## config.mk

```make
export PLATFORM = sky130hd
export DESIGN_NAME = uart_tx_sched_flat
export DESIGN_NICKNAME = d
export VERILOG_FILES = /design/src/rtl/uart_tx_sched_pkg.sv /design/src/rtl/uart_tx_sched_if.sv /design/src/rtl/uart_tx_sched_rr_arbiter.sv /design/src/rtl/uart_tx_sched.sv /design/src/flat_wrapper.sv
export SDC_FILE = /design/constraint.sdc
export NUM_CORES = 1
export LEC_CHECK = 0
export BUFFER_PORTS_ARGS = -buffer_cell sky130_fd_sc_hd__buf_2
export CAP_MARGIN = 20
export CORE_UTILIZATION = 48
export CTS_CLUSTER_DIAMETER = 80
export DETAILED_ROUTE_END_ITERATION = 8
export PLACE_DENSITY = 0.88
export SLEW_MARGIN = 25
export SYNTH_ARGS = -nofsm -noshare
export SYNTH_HDL_FRONTEND = slang
export SYNTH_HIERARCHICAL = 1
export SYNTH_SLANG_ARGS = --single-unit
export TNS_END_PERCENT = 30
```

## constraint.sdc

```tcl
create_clock -name baud_clk -period 2.3 [get_ports baud_clk]
set_input_delay 0 -clock baud_clk [delete_from_list [all_inputs] [get_ports baud_clk]]
set_output_delay 0 -clock baud_clk [all_outputs]
set_load 0.02 [all_outputs]
```

## src/rtl/uart_tx_sched_pkg.sv

```systemverilog
// Shared UART definitions: parity codes, frame bit positions, scheduler states
// and the combinational frame builder used by the TX scheduler.
package uart_tx_sched_pkg;

    localparam logic [1:0] PAR_NONE = 2'b00;
    localparam logic [1:0] PAR_ODD  = 2'b01;
    localparam logic [1:0] PAR_EVEN = 2'b10;

    localparam int FRAME_W      = 12;
    localparam int FRM_START    = 0;
    localparam int FRM_DATA_LSB = 1;
    localparam int FRM_PARITY   = 9;
    localparam int FRM_STOP1    = 10;
    localparam int FRM_STOP2    = 11;

    typedef enum logic [1:0] {
        ST_IDLE = 2'd0,
        ST_SEND = 2'd1,
        ST_BUSY = 2'd2
    } sched_state_t;

    typedef struct packed {
        logic       data_length;
        logic [1:0] parity_type;
        logic       stop_bits;
    } uart_cfg_t;

    // Unused positions default to 1: bit 8 in 7-bit mode, parity when disabled,
    // and both stop bits regardless of the stop-bit setting.
    function automatic logic [FRAME_W-1:0] uart_frame_build(input logic [7:0] d,
                                                            input uart_cfg_t cfg);
        logic [FRAME_W-1:0] f;
        logic               px;
        f            = '1;
        f[FRM_START] = 1'b0;
        if (cfg.data_length) begin
            f[FRM_DATA_LSB +: 8] = d;
            px = ^d;
        end else begin
            f[FRM_DATA_LSB +: 7] = d[6:0];
            px = ^d[6:0];
        end
        case (cfg.parity_type)
            PAR_EVEN: f[FRM_PARITY] = px;
            PAR_ODD:  f[FRM_PARITY] = ~px;
            default:  f[FRM_PARITY] = 1'b1;
        endcase
        f[FRM_STOP1] = 1'b1;
        f[FRM_STOP2] = 1'b1;
        return f;
    endfunction

endpackage

```

## src/rtl/uart_tx_sched_if.sv

```systemverilog
// Requester-side byte handshake bus: per-requester valid/data in, one-hot ready out.
interface uart_tx_sched_if #(
    parameter int NREQ = 2
);
    logic [NREQ-1:0]       req_valid;
    logic [NREQ-1:0][7:0]  req_data;
    logic [NREQ-1:0]       req_ready;

    modport master (output req_valid, output req_data, input req_ready);
    modport slave  (input req_valid, input req_data, output req_ready);
endinterface

```

## src/rtl/uart_tx_sched_rr_arbiter.sv

```systemverilog
// Round-robin arbiter: search starts one past last_grant and wraps; returns a
// one-hot grant plus its index. Reusable for any shared UART resource.
module rr_arbiter #(
    parameter  int NREQ = 2,
    localparam int IW   = (NREQ > 1) ? $clog2(NREQ) : 1
) (
    input  logic [NREQ-1:0] req,
    input  logic [IW-1:0]   last_grant,
    output logic [NREQ-1:0] grant,
    output logic [IW-1:0]   grant_idx,
    output logic            grant_vld
);
    always_comb begin
        int          idx;
        logic [IW-1:0] sel;
        grant     = '0;
        grant_idx = '0;
        grant_vld = 1'b0;
        idx       = 0;
        sel       = '0;
        for (int k = 1; k <= NREQ; k++) begin
            idx = int'(last_grant) + k;
            if (idx >= NREQ) idx = idx - NREQ;
            sel = IW'(idx);
            if (!grant_vld && req[sel]) begin
                grant_vld  = 1'b1;
                grant[sel] = 1'b1;
                grant_idx  = sel;
            end
        end
    end
endmodule

```

## src/rtl/uart_tx_sched.sv

```systemverilog
// Round-robin scheduler feeding one UART serializer: grants a requester, latches
// its frame and config, then sequences send / tx_active / tx_done one frame at a time.
module uart_tx_sched
    import uart_tx_sched_pkg::*;
#(
    parameter  int NREQ    = 2,
    parameter  int TIMEOUT = 8,
    localparam int IW      = (NREQ > 1) ? $clog2(NREQ) : 1,
    localparam int CW      = (TIMEOUT > 1) ? $clog2(TIMEOUT) : 1
) (
    input  logic               baud_clk,
    input  logic               arst_n,
    uart_tx_sched_if.slave     req_bus,
    input  logic               cfg_data_length,
    input  logic [1:0]         cfg_parity_type,
    input  logic               cfg_stop_bits,
    input  logic               tx_active,
    input  logic               tx_done,
    output logic               send,
    output logic [FRAME_W-1:0] frame_out,
    output logic               data_length_out,
    output logic [1:0]         parity_type_out,
    output logic               stop_bits_out,
    output logic               busy,
    output logic               done_pulse,
    output logic [IW-1:0]      done_id,
    output logic               err_timeout
);
    sched_state_t    state, state_nx;
    logic [IW-1:0]   last_grant;
    logic [CW-1:0]   cnt;
    uart_cfg_t       cfg_in, cfg_q;
    logic [NREQ-1:0] grant;
    logic [IW-1:0]   grant_idx;
    logic            grant_vld;
    logic            accept, to_hit, fin;

    rr_arbiter #(.NREQ(NREQ)) u_arb (
        .req        (req_bus.req_valid),
        .last_grant (last_grant),
        .grant      (grant),
        .grant_idx  (grant_idx),
        .grant_vld  (grant_vld)
    );

    assign cfg_in            = {cfg_data_length, cfg_parity_type, cfg_stop_bits};
    assign req_bus.req_ready = (state == ST_IDLE) ? grant : '0;
    assign busy              = (state != ST_IDLE);
    assign data_length_out   = cfg_q.data_length;
    assign parity_type_out   = cfg_q.parity_type;
    assign stop_bits_out     = cfg_q.stop_bits;

    always_ff @(posedge baud_clk or negedge arst_n) begin
        if (!arst_n) state <= ST_IDLE;
        else         state <= state_nx;
    end

    // tx_active wins over the timeout when both land in the same cycle.
    always_comb begin
        state_nx = state;
        accept   = 1'b0;
        to_hit   = 1'b0;
        fin      = 1'b0;
        case (state)
            ST_IDLE: if (grant_vld) begin
                accept   = 1'b1;
                state_nx = ST_SEND;
            end
            ST_SEND: if (tx_active) begin
                state_nx = ST_BUSY;
            end else if (cnt == CW'(TIMEOUT - 1)) begin
                to_hit   = 1'b1;
                state_nx = ST_IDLE;
            end
            ST_BUSY: if (tx_done) begin
                fin      = 1'b1;
                state_nx = ST_IDLE;
            end
            default: state_nx = ST_IDLE;
        endcase
    end

    always_ff @(posedge baud_clk or negedge arst_n) begin
        if (!arst_n) begin
            send        <= 1'b0;
            frame_out   <= '1;
            cfg_q       <= '0;
            last_grant  <= IW'(NREQ - 1);
            cnt         <= '0;
            done_pulse  <= 1'b0;
            done_id     <= '0;
            err_timeout <= 1'b0;
        end else begin
            send        <= (state_nx == ST_SEND);
            cnt         <= (state == ST_SEND) ? cnt + 1'b1 : '0;
            done_pulse  <= fin;
            err_timeout <= to_hit;
            if (fin) done_id <= last_grant;
            if (accept) begin
                frame_out  <= uart_frame_build(req_bus.req_data[grant_idx], cfg_in);
                cfg_q      <= cfg_in;
                last_grant <= grant_idx;
            end
        end
    end
endmodule

```

## src/flat_wrapper.sv

```systemverilog
// flat-port wrapper written by rule: the top's interface ports become plain ports
module uart_tx_sched_flat import uart_tx_sched_pkg::*;
#(
    parameter  int NREQ    = 2,
    parameter  int TIMEOUT = 8,
    localparam int IW      = (NREQ > 1) ? $clog2(NREQ) : 1,
    localparam int CW      = (TIMEOUT > 1) ? $clog2(TIMEOUT) : 1
)
  (baud_clk, arst_n, cfg_data_length, cfg_parity_type, cfg_stop_bits, tx_active, tx_done, send, frame_out, data_length_out, parity_type_out, stop_bits_out, busy, done_pulse, done_id, err_timeout, req_bus_req_valid, req_bus_req_data, req_bus_req_ready);
  uart_tx_sched_if #(.NREQ(NREQ)) req_bus_i ();
  input  logic baud_clk;
  input  logic arst_n;
  input  logic cfg_data_length;
  input  logic [1:0] cfg_parity_type;
  input  logic cfg_stop_bits;
  input  logic tx_active;
  input  logic tx_done;
  output logic send;
  output logic [FRAME_W-1:0] frame_out;
  output logic data_length_out;
  output logic [1:0] parity_type_out;
  output logic stop_bits_out;
  output logic busy;
  output logic done_pulse;
  output logic [IW-1:0] done_id;
  output logic err_timeout;
  input wire logic [$bits(req_bus_i.req_valid)-1:0] req_bus_req_valid;
  input wire logic [$bits(req_bus_i.req_data)-1:0] req_bus_req_data;
  output wire logic [$bits(req_bus_i.req_ready)-1:0] req_bus_req_ready;
  assign req_bus_i.req_valid = req_bus_req_valid;
  assign req_bus_i.req_data = req_bus_req_data;
  assign req_bus_req_ready = req_bus_i.req_ready;
  uart_tx_sched #(.NREQ(NREQ), .TIMEOUT(TIMEOUT)) u_core (.baud_clk(baud_clk), .arst_n(arst_n), .req_bus(req_bus_i), .cfg_data_length(cfg_data_length), .cfg_parity_type(cfg_parity_type), .cfg_stop_bits(cfg_stop_bits), .tx_active(tx_active), .tx_done(tx_done), .send(send), .frame_out(frame_out), .data_length_out(data_length_out), .parity_type_out(parity_type_out), .stop_bits_out(stop_bits_out), .busy(busy), .done_pulse(done_pulse), .done_id(done_id), .err_timeout(err_timeout));
endmodule
```

==> flow_metrics.py <==
metrics = {
    "cts": {
        "htreeDepth": 1,
        "clockBufferDepth": 2,
        "cts_tree": "built",
        "cts_setup_buffers": 0,
        "cts-buffers-inserted": 3,
        "insertion_delay_ns": 0.30,
        "clock-sinks": 24,
        "root_buffer": "clkbuf_4",
        "cts_resized": 0,
        "cts.clk_slew.worst_paths_ns": 0.12,
    },
    "critical_path": {
        "startpoint_type": "flip-flop",
        "r2r-end": "u_core/frame_out[9]",
        "critPathKind": "flip-flop to flip-flop",
        "required_ns": 2.53,
        "crit_fanout": 11,
        "r2r_cells": 6,
        "crit_arrival_ns": 2.27,
        "crit_start": "u_core/last_grant",
        "r2r_start": "u_core/last_grant",
        "reg2reg_slack_ns": 0.26,
        "critPathCaptureType": "flip-flop",
    },
    "global_routing": {
        "grt_pass1_wl_um": 3750,
        "grt.overflow.total": 0,
        "grt_pass1_vias": 899,
        "antenna_found_initial": 0,
        "grt_max_degree": 25,
        "grt.total_usage": 0.186,
    },
    "worst_hold_path": {
        "hp-class": "input pin to flip-flop",
        "hold_start": "req_bus_req_data[5]",
        "min_to": "u_core/frame_out[6]",
        "whs_path_depth": 3,
    },
    "timing": {
        "max_slew_margin": 0.621,
        "tightest_slew_ns": 0.568,
        "setup_viol": 0,
        "drv_slew": 0,
        "hold_viol": 0,
        "period_minus_slack_ns": 2.04,
        "hold_slack_ns": 0.0219,
        "rsz0062_at_grt": "no",
        "tns_ns": 0,
        "post-route-period-util": 0.887,
        "clock-skew-final_ns": 0.00531,
        "max_clock_freq_ghz": 0.490,
    },
    "routing": {
        "vias_per_cell": 5.05,
        "routed-via-count": 995,
        "detail_route.wirelength_um": 2540,
        "drt_iter0_markers": 8,
        "drc": 0,
        "wl_per_cell_um": 12.9,
        "dr.pass1.iters": 3,
        "ant_nets": 0,
    },
    "synthesis": {
        "ys_warn_count": 6,
        "seq_area_frac_synth": 0.487,
        "synth_flop_cell": "dfrtp_1",
        "synth_cells": 114,
        "synth.distinct_cells": 28,
        "syn_area_mm2": 0.00126,
        "synth-seq-cells": 24,
        "synth_edf_count": 0,
        "async_flop_share": 1.00,
        "avgSynthCellArea_um2": 11.1,
    },
    "place": {
        "io_buffer_count": 46,
        "dp_hpwl_um": 1900,
        "place.gp.congestion": 0.733,
    },
    "layout": {
        "n_fill_cell": 184,
        "layout_commonest_cell": "buf_2",
        "area_growth_pct": 27.1,
        "final_nets": 198,
        "drive_gt1_frac": 0.377,
        "layout_common_cells": "46 x buf_2, 15 x nor2_1, 13 x mux2i_1, 13 x dfrtp_1, 11 x dfstp_2",
        "antennaDiodeCount": 0,
        "final_util": 0.647,
    },
    "floorplan": {
        "dieArea_mm2": 0.00284,
        "die_w_um": 53.3,
        "floorplan.initialDensity": 0.510,
        "core_area_mm2": 0.00248,
        "std_cell_rows": 18,
        "die_y_um": 53.3,
        "io_pins": 49,
    },
    "pwr": {
        "power_mw": 1.80,
        "power_leakage_nw": 0.826,
        "p_per_area_mw_per_mm2": 1120,
        "ir_drop_mv": 0.774,
    },
    "outcome": {
        "status": "completed",
    },
    "run": {
        "cap_violations": 0,
    },
}
## cells by family after synthesis
logic type,Yosys count,synth area share
other cells,1,0.00297
mux,19,0.157
compound gates,14,0.0644
simple gates,28,0.111
fa+ha+maj,4,0.0396
buf+inv,14,0.0585
xor+xnor,10,0.0803
flops,24,0.487
## synth_stat cells (3+ instances only)
master | instances | area (um2)
ha_1 | 4 | 50.1
a21oi_1 | 8 | 40.0
inv_1 | 6 | 22.5
xor2_1 | 7 | 61.3
nor2_1 | 15 | 56.3
dfrtp_1 | 13 | 325
buf_2 | 5 | 25.0
dfstp_2 | 11 | 289
nand2_1 | 3 | 11.3
mux2i_1 | 13 | 130
and2_1 | 3 | 18.8
mux2_1 | 5 | 56.3
## where the power goes
| part | internal (mW) | total (mW) | switching [mW] |
|---|---|---|---|
| Clock | 0.0674 | 0.179 | 0.112 |
| Combinational | 0.360 | 0.856 | 0.496 |
| Sequential | 0.653 | 0.768 | 0.115 |
## worst max-delay path: stages, from the launching register on
cell and delay [ns]:
dfstp_2 0.40, a21boi_1 0.37, buf_4 0.30, mux2i_1 0.25
xnor3_1 0.34, mux2i_1 0.13, a31oi_1 0.18
## how the worst max path moves through the flow
stage	endpoint	slack (ns)	cells past startpoint
2_1_floorplan	u_core/frame_out[9]	0.50	7
3_3_place_gp	u_core/frame_out[9]	0.40	6
3_5_place_dp	u_core/frame_out[9]	0.30	6
4_1_cts	u_core/frame_out[9]	0.27	6
5_1_grt	u_core/frame_out[9]	0.14	6
6_report	u_core/frame_out[9]	0.26	6
## routing by layer
layer | wire length [um] | vias to the layer above | share of wire | GRT usage
li1 | - | 480 | - | -
met2 | 1220 | 36 | 0.48 | 0.344
met3 | 163 | 0 | 0.064 | 0.0345
met4 | 0 | 0 | 0 | 0.0526
met5 | 0 | - | 0 | 0
met1 | 1150 | 479 | 0.45 | 0.213
## cell type report
| class | count | area (um2) | share of cell area |
|---|---|---|---|
| sequential | 24 | 614 | 0.383 |
| multi-input combinational | 77 | 578 | 0.360 |
| timing repair buffer | 56 | 325 | 0.203 |
| tap | 30 | 37.5 | 0.0234 |
| clock buffer | 4 | 26.3 | 0.0164 |
| inverter | 6 | 22.5 | 0.0140 |
## registers in the layout, indices dropped and copies added (netlist names)
signal / count
u_core/last_grant: 1
u_core/done_id: 1
u_core/state: 2
u_core/done_pulse: 1
u_core/data_length_out: 1
u_core/send: 1
u_core/frame_out: 10
u_core/cnt: 3
u_core/stop_bits_out: 1
u_core/err_timeout: 1
u_core/parity_type_out: 2
## timing repair
item	4_1_cts	5_1_grt
endpoints found under the hold margin	21	0
setup endpoints to repair	0	0
hold buffers	8	0
## metrics by stage
stage          setup WS (ns)  instance area (um2)  std cells
2_1_floorplan          0.503                 1270        115
3_3_place_gp           0.402                 1500        185
3_5_place_dp           0.301                 1500        185
4_1_cts                0.265                 1600        197
5_1_grt                0.140                 1600        197
6_report               0.261                 1600        197
(Power assumes the default switching activity.)
